### src/rtl/dual_port_ram_be.sv
// Dual-port RAM: port A read/write with byte enables, port B read-only.
// A clear engine fills every word with CLEAR_VALUE after reset or on request.
module dual_port_ram_be #(
  parameter int                    DATA_WIDTH  = 32,
  parameter int                    ADDR_WIDTH  = 6,
  parameter int                    BYTE_WIDTH  = 8,
  parameter int                    RDW_MODE    = 0,
  parameter int                    OUT_REG     = 0,
  parameter logic [DATA_WIDTH-1:0] CLEAR_VALUE = '0,
  localparam int                   NBYTES      = DATA_WIDTH / BYTE_WIDTH
) (
  input  logic                  clk,
  input  logic                  rst,
  input  logic                  clear,
  output logic                  busy,
  output logic                  dbg_state,
  input  logic                  a_en,
  input  logic [NBYTES-1:0]     a_we,
  input  logic [ADDR_WIDTH-1:0] a_addr,
  input  logic [DATA_WIDTH-1:0] a_din,
  output logic [DATA_WIDTH-1:0] a_dout,
  output logic                  a_valid,
  input  logic                  b_en,
  input  logic [ADDR_WIDTH-1:0] b_addr,
  output logic [DATA_WIDTH-1:0] b_dout,
  output logic                  b_valid
);

  localparam int                    DEPTH    = 2 ** ADDR_WIDTH;
  localparam logic [ADDR_WIDTH-1:0] LAST_PTR = '1;

  typedef enum logic {S_IDLE = 1'b0, S_CLEAR = 1'b1} state_t;

  state_t                  r_state;
  logic                    r_busy;
  logic [ADDR_WIDTH-1:0]   r_ptr;
  logic [DATA_WIDTH-1:0]   r_mem [DEPTH];

  logic                    w_a_acc;
  logic                    w_b_acc;
  logic [DATA_WIDTH-1:0]   w_a_old;
  logic [DATA_WIDTH-1:0]   w_a_new;
  logic [DATA_WIDTH-1:0]   w_a_rd;
  logic [DATA_WIDTH-1:0]   w_b_old;

  logic                    r_a_v1;
  logic                    r_b_v1;
  logic [DATA_WIDTH-1:0]   r_a_d1;
  logic [DATA_WIDTH-1:0]   r_b_d1;

  // Ports are closed off entirely while the clear engine owns the array.
  assign w_a_acc   = a_en & ~r_busy;
  assign w_b_acc   = b_en & ~r_busy;
  assign w_a_old   = r_mem[a_addr];
  assign w_b_old   = r_mem[b_addr];
  assign busy      = r_busy;
  assign dbg_state = r_state;

  always_comb begin
    w_a_new = w_a_old;
    for (int i = 0; i < NBYTES; i++) begin
      if (a_we[i]) w_a_new[i*BYTE_WIDTH +: BYTE_WIDTH] = a_din[i*BYTE_WIDTH +: BYTE_WIDTH];
    end
  end

  assign w_a_rd = (RDW_MODE != 0) ? w_a_new : w_a_old;

  always_ff @(posedge clk or posedge rst) begin
    if (rst) begin
      r_state <= S_CLEAR;
      r_busy  <= 1'b1;
      r_ptr   <= '0;
    end else begin
      case (r_state)
        S_CLEAR: begin
          r_ptr <= r_ptr + 1'b1;
          if (r_ptr == LAST_PTR) begin
            r_state <= S_IDLE;
            r_busy  <= 1'b0;
          end
        end
        default: begin
          if (clear) begin
            r_state <= S_CLEAR;
            r_busy  <= 1'b1;
            r_ptr   <= '0;
          end
        end
      endcase
    end
  end

  // Array has no reset; the clear engine is what initialises it.
  always_ff @(posedge clk) begin
    if (r_state == S_CLEAR) begin
      r_mem[r_ptr] <= CLEAR_VALUE;
    end else if (w_a_acc) begin
      for (int i = 0; i < NBYTES; i++) begin
        if (a_we[i]) r_mem[a_addr][i*BYTE_WIDTH +: BYTE_WIDTH] <= a_din[i*BYTE_WIDTH +: BYTE_WIDTH];
      end
    end
  end

  always_ff @(posedge clk or posedge rst) begin
    if (rst) begin
      r_a_v1 <= 1'b0;
      r_b_v1 <= 1'b0;
      r_a_d1 <= '0;
      r_b_d1 <= '0;
    end else begin
      r_a_v1 <= w_a_acc;
      r_b_v1 <= w_b_acc;
      if (w_a_acc) r_a_d1 <= w_a_rd;
      if (w_b_acc) r_b_d1 <= w_b_old;
    end
  end

  generate
    if (OUT_REG != 0) begin : g_out_reg
      logic                  r_a_v2;
      logic                  r_b_v2;
      logic [DATA_WIDTH-1:0] r_a_d2;
      logic [DATA_WIDTH-1:0] r_b_d2;

      always_ff @(posedge clk or posedge rst) begin
        if (rst) begin
          r_a_v2 <= 1'b0;
          r_b_v2 <= 1'b0;
          r_a_d2 <= '0;
          r_b_d2 <= '0;
        end else begin
          r_a_v2 <= r_a_v1;
          r_b_v2 <= r_b_v1;
          if (r_a_v1) r_a_d2 <= r_a_d1;
          if (r_b_v1) r_b_d2 <= r_b_d1;
        end
      end

      assign a_valid = r_a_v2;
      assign b_valid = r_b_v2;
      assign a_dout  = r_a_d2;
      assign b_dout  = r_b_d2;
    end else begin : g_no_out_reg
      assign a_valid = r_a_v1;
      assign b_valid = r_b_v1;
      assign a_dout  = r_a_d1;
      assign b_dout  = r_b_d1;
    end
  endgenerate

endmodule
### config.mk
export PLATFORM = sky130hd
export DESIGN_NAME = dual_port_ram_be
export DESIGN_NICKNAME = d
export VERILOG_FILES = /design/src/rtl/dual_port_ram_be.sv
export SDC_FILE = /design/constraint.sdc
export NUM_CORES = 2
export LEC_CHECK = 0
export BUFFER_PORTS_ARGS = -buffer_cell sky130_fd_sc_hd__buf_2
export CORE_MARGIN = 3
export CORE_UTILIZATION = 50
export CTS_CLUSTER_SIZE = 16
export DETAILED_ROUTE_END_ITERATION = 8
export PLACE_DENSITY = 0.66
export SLEW_MARGIN = 40
export SYNTH_ARGS = -nofsm -noshare
export SYNTH_HDL_FRONTEND = slang
export SYNTH_SLANG_ARGS = --single-unit
### constraint.sdc
create_clock -name clk -period 3.35 [get_ports clk]
set_input_delay 0.1675 -clock clk [delete_from_list [all_inputs] [get_ports clk]]
set_output_delay 0.1675 -clock clk [all_outputs]
set_load 0.1 [all_outputs]
==> run metrics <==
clock latency reported for the late side of the worst-skew pair 0.86 ns; share of the cycle needed by the critical path after routing 87.7%; TritonCTS buffer count 213; Post-synth EDFFs 2048; count of unique library cells instantiated by Yosys 48; Seq/Total Area, Yosys 64.4%; GRT Overall Usage 30.9%; Max Cap Violations 0; number of violations reported at the end of detailed-routing iteration 0 9020; number of nets produced by synthesis 5474; number of port buffers 120; number of global-route vias before repair 59500; chip height 449 um; Starting Density 50.4%; slew of the pin with the lowest slew margin 0.876 ns; standard cell area after detailed placement 105000 sq um; CP Data Required Time 3.90 ns; Max Clk Rate 341 MHz; non-filler instance count after layout 8689; Final min period 2.94 ns; hold-fix buffers at CTS 15; Post-CTS Repair Setup Buffers 0; depth of the CTS H-tree 4; Rel. slew slack 41.6%; final setup violating endpoints 0; top-level I/O count 121; half-perimeter wire length after placement 206000 um; most frequently used flop master after synthesis sky130_fd_sc_hd__edfxtp_1; DIE AREA 202000 sq um; post_cts resized 0; arrival time reported for the critical path endpoint 3.49 ns; grt total ovfl 0; Final Hold Fails 0; number of vias in the routed layout 60600; # clock sinks 2122; element type at the critical path end register; initial antenna violation count 18; Post-layout nets 5932; antenna violation net count after detailed routing 0; netlist area before placement 98300 sq um; pwr dens 623 nW/um^2; worst vdd rail ir drop 785 uV; leakage power 0.0392 uW; Synthesis Warnings 0; Core Rows 162; largest driver fanout on the critical path 28; Pre-antenna DRT Iters 6; per-cell via count in the routed design 6.97; setup repair after global routing missed its margin no; Worst-path clk slew 0.06 ns; ys async rst share 3.49%; launching element type of the critical path register; instance count of the mapped netlist 5420; mean routed wirelength per cell 36.3 um; aggregate negative setup slack 0 ns; maximum clock path buffer count 3; Clock Skew 0.0390 ns; Synth-to-Final Area Change 14.8%; run status finished clean; placed cell count 8272; hold crit path type input pin to register; floorplan die width 449 um; maximum number of pins on one net before global-route repair 95; core area 195000 sq um; total length of routed wires 316000 um; mean cell area of the mapped netlist 18.1 sq um; post-synthesis sequential element count 2122; gp weighted congestion 0.917; clock tree from TritonCTS yes; final design area excluding fillers 113000 sq um; fraction of layout instances using a drive strength above 1 30.8%; number of pins exceeding their max-slew limit in the final report 0; first-pass GRT wire length 445000 um; buffer cell driving the clock tree root sky130_fd_sc_hd__clkbuf_16; Post-route DRC 0; class of the most critical setup path register to register
[cells in the final DEF (no fill, tap or decap), types with 34 or more instances in the layout]
cell type                   instances
sky130_fd_sc_hd__clkinv_1          34
sky130_fd_sc_hd__nand3_1           98
sky130_fd_sc_hd__mux2i_1          681
sky130_fd_sc_hd__mux2_2            35
sky130_fd_sc_hd__buf_12            85
sky130_fd_sc_hd__nand2_1           48
sky130_fd_sc_hd__a211o_1           64
sky130_fd_sc_hd__mux4_2           737
sky130_fd_sc_hd__a22o_1            64
sky130_fd_sc_hd__o22ai_1          128
sky130_fd_sc_hd__clkbuf_1          37
sky130_fd_sc_hd__clkbuf_16        218
sky130_fd_sc_hd__buf_4            477
sky130_fd_sc_hd__a22oi_1          318
sky130_fd_sc_hd__a211oi_1          63
sky130_fd_sc_hd__a31oi_1           64
sky130_fd_sc_hd__buf_2            114
sky130_fd_sc_hd__clkinv_2          39
sky130_fd_sc_hd__edfxtp_1        2048
sky130_fd_sc_hd__nor2_1           233
sky130_fd_sc_hd__dfrtp_1           72
[worst paths after layout]
kind,endpoint,from,depth (start not counted),slack (ns)
worst max-delay path,r_mem[46][8],busy,8,0.41
worst min-delay path,r_mem[13][17],a_din[17],2,0.04
worst max register to register,r_mem[46][8],busy,8,0.41
worst min register to register,b_dout[28],b_dout[28],1,0.53
max in group asynchronous,a_dout[28],rst,5,2.07
min in group asynchronous,a_dout[10],rst,4,0.46
[routing by layer]
metal  routed length (um)  global-route usage [%]  vias to the layer above
met1               118000                    42.6                    31900
li1                     -                       -                    23900
met2               147000                    47.6                     4025
met3                33200                    5.97                      672
met4                17200                    14.8                        8
met5                   46                       0                        -
[critical path, cell delays in order, from the launching register on]
cell                       delay (ns)
sky130_fd_sc_hd__dfstp_2         0.38
sky130_fd_sc_hd__nand2b_2        0.24
sky130_fd_sc_hd__nor3_2          0.33
sky130_fd_sc_hd__buf_12          0.25
sky130_fd_sc_hd__mux2i_1         0.56
sky130_fd_sc_hd__nand2_1         0.17
sky130_fd_sc_hd__buf_4           0.20
sky130_fd_sc_hd__nor2_1          0.26
sky130_fd_sc_hd__buf_4           0.22
[area by class of cell]
cell class / instances / area [sq um]
timing repair buffer: 697 / 6090
multi-input combinational: 2839 / 32800
sequential: 2122 / 63400
tap: 2624 / 3280
fill: 14400 / 82300
antenna: 6 / 15.0
inverter: 5 / 21.3
clock inverter: 129 / 1480
clock buffer: 267 / 5760
[sequential cells by signal, indices dropped and copies added, names as in the netlist]
| signal | flops |
|---|---|
| dbg_state | 1 |
| r_mem | 2048 |
| a_valid | 1 |
| a_dout | 32 |
| busy | 1 |
| b_valid | 1 |
| b_dout | 32 |
| r_ptr | 6 |
[per-stage QoR]
| step | power [uW] | hold slack [ns] | util (%) | setup slack, ns |
|---|---|---|---|---|
| after floorplan | 40200 | 0.257 | - | 0.246 |
| after global routing | 72100 | 0.0299 | 57.8 | 0.300 |
| after detailed placement | 45900 | 0.210 | 54.0 | 0.193 |
| final | 70300 | 0.0396 | 57.8 | 0.413 |
| after CTS | 70300 | 0.00591 | 57.8 | 0.414 |
| after global placement | 45700 | 0.207 | 54.0 | 0.180 |
[kinds of logic (layout without fill, tap and decap cells)]
group / after synthesis / after routing / share of synthesized area [%]
flops: 2122 / 2122 / 64.4
mux: 1453 / 1453 / 24.2
compound gates: 781 / 781 / 5.98
simple gates: 602 / 602 / 2.93
buf+inv: 459 / 1098 / 2.42
xor+xnor: 2 / 2 / 0.0178
fa+ha+maj: 1 / 1 / 0.0127
other cells: 0 / 6 / 0
[synthesized netlist by cell type (2+ instances only)]
cell type                   number  area, sq um
sky130_fd_sc_hd__nand2b_1       13         81.3
sky130_fd_sc_hd__a2111oi_0      32          280
sky130_fd_sc_hd__a211oi_1       64          480
sky130_fd_sc_hd__buf_1          47          176
sky130_fd_sc_hd__a31oi_1        65          407
sky130_fd_sc_hd__dfstp_2         2         52.6
sky130_fd_sc_hd__nand2_2         4         25.0
sky130_fd_sc_hd__buf_4          70          526
sky130_fd_sc_hd__dfrtp_1        72         1800
sky130_fd_sc_hd__nand2_1        58          218
sky130_fd_sc_hd__mux2i_1       681         6820
sky130_fd_sc_hd__o21ai_0         5         25.0
sky130_fd_sc_hd__nand3b_1        5         37.5
sky130_fd_sc_hd__a21oi_1         6         30.0
sky130_fd_sc_hd__or3_1          32          200
sky130_fd_sc_hd__nand4_1        32          200
sky130_fd_sc_hd__nor3_1         36          180
sky130_fd_sc_hd__or3b_2          4         35.0
sky130_fd_sc_hd__nand3_1        99          495
sky130_fd_sc_hd__o22ai_1       128          801
sky130_fd_sc_hd__nor2_1        239          897
sky130_fd_sc_hd__buf_6          32          360
sky130_fd_sc_hd__buf_2         115          576
sky130_fd_sc_hd__nor2b_1        38          238
sky130_fd_sc_hd__and2_1         36          225
sky130_fd_sc_hd__edfxtp_1     2048        61500
sky130_fd_sc_hd__a22o_1         64          561
sky130_fd_sc_hd__and3b_1         2         17.5
sky130_fd_sc_hd__inv_1           4         15.0
sky130_fd_sc_hd__clkbuf_1      188          706
sky130_fd_sc_hd__a22oi_1       318         2390
sky130_fd_sc_hd__mux4_2        737        16600
sky130_fd_sc_hd__mux2_2         35          394
sky130_fd_sc_hd__a221o_1        32          320
sky130_fd_sc_hd__a211o_1        64          561
[power breakdown]
group          internal (uW)  switching, uW  leakage, uW
logic                   3920           9300       0.0153
registers              30900           1490       0.0204
clock network          14500          10300      0.00352
Power figures use the tool's default switching activity.
